$ cat src/rtl/reg_file.sv
// -----------------------------------------------------------------------------
// reg_file -- MIPS general-purpose register file
//
// Purpose:
//   Register file for the single-cycle CPU. Two combinational read ports feed
//   the ALU (rd1 -> srcA, rd2 -> srcB mux). One synchronous write port takes
//   the writeback result. A third read-only debug port exposes any register
//   without touching the datapath. Register 0 always reads zero.
//
// Optional feature (compile-time macro):
//   REGFILE_BYPASS_EN -- when defined, rd1/rd2 forward wd3 in the same cycle
//   as a matching write (write-first). dbg_data is never forwarded. When
//   undefined, reads return the stored value only (read-old).
//
// Ports:
//   clk       in   1       clock; writes on rising edge
//   rst       in   1       asynchronous reset, active-high; clears all entries
//   we3       in   1       write enable
//   a3        in   ADDR_W  write address
//   wd3       in   DATA_W  write data
//   a1        in   ADDR_W  read address, port 1 (rs)
//   a2        in   ADDR_W  read address, port 2 (rt)
//   rd1       out  DATA_W  read data, port 1
//   rd2       out  DATA_W  read data, port 2
//   dbg_addr  in   ADDR_W  debug read address
//   dbg_data  out  DATA_W  debug read data
// -----------------------------------------------------------------------------
module reg_file #(
    parameter int DATA_W = 32,
    parameter int ADDR_W = 5
) (
    input  logic              clk,
    input  logic              rst,
    input  logic              we3,
    input  logic [ADDR_W-1:0] a3,
    input  logic [DATA_W-1:0] wd3,
    input  logic [ADDR_W-1:0] a1,
    input  logic [ADDR_W-1:0] a2,
    output logic [DATA_W-1:0] rd1,
    output logic [DATA_W-1:0] rd2,
    input  logic [ADDR_W-1:0] dbg_addr,
    output logic [DATA_W-1:0] dbg_data
);

    localparam int DEPTH = 2 ** ADDR_W;

    // Entry 0 is never written and is masked on read, so it reduces to a
    // constant zero.
    logic [DATA_W-1:0] r_regs [0:DEPTH-1];

    logic              w_wr_en;
    logic [DATA_W-1:0] w_rd1;
    logic [DATA_W-1:0] w_rd2;
    logic [DATA_W-1:0] w_dbg;

    // Stored value of one entry; zero for register 0 and while reset is held,
    // so no output ever depends on an uninitialised flop.
    function automatic logic [DATA_W-1:0] read_entry(input logic [ADDR_W-1:0] addr);
        logic [DATA_W-1:0] val;
        if (rst || (addr == {ADDR_W{1'b0}})) begin
            val = {DATA_W{1'b0}};
        end else begin
            val = r_regs[addr];
        end
        return val;
    endfunction

    assign w_wr_en = we3 && (a3 != {ADDR_W{1'b0}}) && !rst;

    // Storage: async clear on rst, otherwise write entry a3 when enabled.
    always_ff @(posedge clk or posedge rst) begin
        if (rst) begin
            for (int i = 0; i < DEPTH; i++) begin
                r_regs[i] <= {DATA_W{1'b0}};
            end
        end else if (w_wr_en) begin
            r_regs[a3] <= wd3;
        end
    end

    // Combinational read ports, with optional write-first forwarding on rd1/rd2.
    always_comb begin
        w_rd1 = {DATA_W{1'b0}};
        w_rd2 = {DATA_W{1'b0}};
        w_dbg = {DATA_W{1'b0}};
`ifdef REGFILE_BYPASS_EN
        // w_wr_en already excludes rst and a3==0, so forwarding never leaks
        // a value during reset or onto register 0.
        if (w_wr_en && (a3 == a1)) begin
            w_rd1 = wd3;
        end else begin
            w_rd1 = read_entry(a1);
        end
        if (w_wr_en && (a3 == a2)) begin
            w_rd2 = wd3;
        end else begin
            w_rd2 = read_entry(a2);
        end
`else
        w_rd1 = read_entry(a1);
        w_rd2 = read_entry(a2);
`endif
        // The debug port always shows committed state only.
        w_dbg = read_entry(dbg_addr);
    end

    assign rd1      = w_rd1;
    assign rd2      = w_rd2;
    assign dbg_data = w_dbg;

endmodule

$ cat config.mk
export PLATFORM = sky130hd
export DESIGN_NAME = reg_file
export DESIGN_NICKNAME = d
export VERILOG_FILES = /design/src/rtl/reg_file.sv
export SDC_FILE = /design/constraint.sdc
export NUM_CORES = 2
export LEC_CHECK = 0
export ABC_CLOCK_PERIOD_IN_PS = 38900
export CORE_ASPECT_RATIO = 1.5
export CORE_MARGIN = 8
export CORE_UTILIZATION = 30
export CTS_CLUSTER_DIAMETER = 50
export CTS_CLUSTER_SIZE = 28
export DETAILED_ROUTE_END_ITERATION = 8
export SETUP_SLACK_MARGIN = 0.1
export SYNTH_ARGS = -nofsm -noshare
export SYNTH_HDL_FRONTEND = slang
export SYNTH_SLANG_ARGS = --single-unit
$ cat constraint.sdc
create_clock -name clk -period 38.9 [get_ports clk]
set_clock_uncertainty 0.05 [all_clocks]
set_input_delay 3.89 -clock clk [delete_from_list [all_inputs] [get_ports clk]]
set_output_delay 3.89 -clock clk [all_outputs]
set_load 0.01 [all_outputs]
==> run summary <==
largest net degree at the start of global routing: 164
RSZ-0062 raised after global routing: false
first-pass GRT wire length: 312.9 mm
cell seen most often among critical-path stages: buf_4
PwrDens: 40.99 mW/mm²
VDD IR max: 0.04511 mV
measured slew at the worst slew-check pin: 1.318 ns
switching share of power: 0.2953
Max Slew Vio Count: 0
Clock Sinks: 1,024
fraction of layout instances using a drive strength above 1: 0.5089
Ports: 151
max-cap check violation count: 0
routed wire length: 213.4 mm
TritonRoute pass-1 iters: 6
slew margin rel.: 0.1160
synthesis-stage register bit count: 1,024
Die Y: 573.2 µm
Final Power: 0.002798 W
CP max-delay cell: buf_4
Largest stage delay, worst path: 0.91 ns
gpl congestion: 0.7978
CORE AREA: 0.2057 mm²
syn_area_per_cell: 15.43 µm²
P_sw: 0.0008263 W
I/O Buffers: 150
Seq/Total Area, Yosys: 0.4126
Clock power frac: 0.308
GRT overflow: 0
Unique masters post-synth: 40
largest cells by area after synthesis: dfrtp_1 (41%), mux4_2 (26%), mux2_2 (18%)
final setup violation count: 0
Seq pwr share: 0.478
CTS tree: done
CP required: 34.96 ns
setup_tns: 0 ns
Post-DP HPWL: 119.3 mm
top-area cell type share of the netlist area: 0.4126
Post-synth top flop: dfrtp_1
NumNets Final: 3,890
Hold Buf Count CTS: 0
Syn Nets: 4,080
Tmin final: 12.71 ns
Hold/Removal Path Class: reg2reg
Clock Latency Late Sink: 0.67 ns
worst path bufs/invs: 5
H-tree depth: 3
crit path cell chain: buf_8, buf_4, buf_4, buf_4, mux4_2, mux2i_1, o22a_1, o221ai_1, clkdlybuf4s50_1
vias: 40,334
Final ANT Viol Nets: 0
Clock Tree Buf Depth: 3
Logic pwr share: 0.215
status: completed
die width: 387.5 µm
top-count cell post-synth: dfrtp_1
Reg with most FFs: r_regs
Clock Pin Slew Worst Setup and Hold Paths: 0.07 ns
Leak Pwr: 28.52 nW
number of flops mapped to enable cells by yosys: 0
final core utilization: 0.3318
R2R Setup Slk: 38.01 ns
crit-path leading delay family: buffers and inverters
vias in the first global route: 43,260
Post-CTS Resized: 0
P&R area growth vs syn: 9.919%
Mapped Cells: 4,025
max reg flops: 1,024
Die ar.: 0.2221 mm²
post-CTS setup buffer count: 0
DR vias/cell: 6.137
drt drc: 0
Critical Path AT: 8.77 ns
detailed-route wire length per cell: 32.47 µm
CP Launch Type: input port
CP Max Fanout: 63
Yosys warnings: 0
most frequent cells after synthesis: dfrtp_1 (1,024), mux2_2 (992), mux4_2 (705)
Hold Vio Cnt, Final: 0
achievable clock frequency: 0.07868 GHz
asr flop ratio synth: 1.000
Mapped Area: 0.06210 mm²
Largest regs: r_regs (1024)
Total Routing Usage GR: 0.1869
area leader, netlist: dfrtp_1
root buffer cell: clkbuf_16
P_int: 0.001972 W
Initial Util: 0.3018
Critical Path End Type: output port
cts bufs inserted: 71
DR iter-0 viols: 3,874
Rows: 204
Setup CP Type: in2out
final worst path period share: 0.3267
initial antenna violation count: 16
-- routing by layer --
layer,global-route usage,vias up,wire length [µm]
li1,-,15801,-
met1,0.2283,22207,81630
met2,0.3137,1786,104300
met3,0.03641,534,14840
met4,0.09671,6,12580
met5,0,-,35
-- area by class of cell --
class / instances / area [µm²]
Timing Repair Buffer: 231 / 2185
Clock buffer: 80 / 1883
Inverter: 5 / 26.28
Antenna cell: 5 / 12.51
Fill cell: 19985 / 137500
Sequential cell: 1024 / 25620
Multi-Input combinational cell: 2502 / 34510
Tap cell: 2678 / 3351
Clock inverter: 47 / 664.4
-- cells by family after synthesis --
kind of cell,Yosys count,synth area share
buffers and inverters,499,0.03721
AND/OR/NAND/NOR,72,0.005884
flip-flops,1024,0.4126
multiplexers,2079,0.4971
AO/OA/AOI/OAI,351,0.04711
-- power by group through the flow --
stage / Combinational [W] / Clock [W] / Sequential [W]
5_1_grt: 0.000638 / 0.000913 / 0.00136
2_1_floorplan: 0.000469 / 0 / 0.00131
3_5_place_dp: 0.000602 / 0 / 0.00135
4_1_cts: 0.000603 / 0.000880 / 0.00133
3_3_place_gp: 0.000592 / 0 / 0.00134
6_report: 0.000600 / 0.000861 / 0.00134
-- per-stage QoR --
step | cell area [µm²] | setup slack [ns] | std cells | hold slack [ns]
3_5_place_dp | 65700 | 25.99 | 6440 | 0.3546
5_1_grt | 68250 | 25.77 | 6568 | 0.3900
3_3_place_gp | 65700 | 26.02 | 6440 | 0.3480
6_report | 68260 | 26.19 | 6572 | 0.3685
4_1_cts | 68250 | 25.99 | 6567 | 0.3728
2_1_floorplan | 62100 | 5.397 | 4025 | 0.4080
-- cells in the final DEF (no fill, tap or decap), drive strengths merged, types with 32 or more instances in the layout --
cell	Yosys	final
mux4	705	705
o22ai	32	32
mux2i	382	382
clkdlybuf4s50	0	140
buf	285	90
dfrtp	1024	1024
mux2	992	992
o22a	64	64
clkbuf	209	81
o221ai	95	95
-- path summary, 6_finish.rpt --
kind / startpoint / to / cells after the start
min reg2reg: r_regs[1020]$_DFFE_PP0P_ / r_regs[1020]$_DFFE_PP0P_ / 0
max reg2reg: r_regs[863]$_DFFE_PP0P_ / r_regs[863]$_DFFE_PP0P_ / 1
max: a1[0] / rd1[0] / 9
min: r_regs[1020]$_DFFE_PP0P_ / r_regs[1020]$_DFFE_PP0P_ / 0
min in group asynchronous: rst / r_regs[50]$_DFFE_PP0P_ / 2
max in group asynchronous: rst / r_regs[39]$_DFFE_PP0P_ / 6
(Power assumes the default switching activity.)
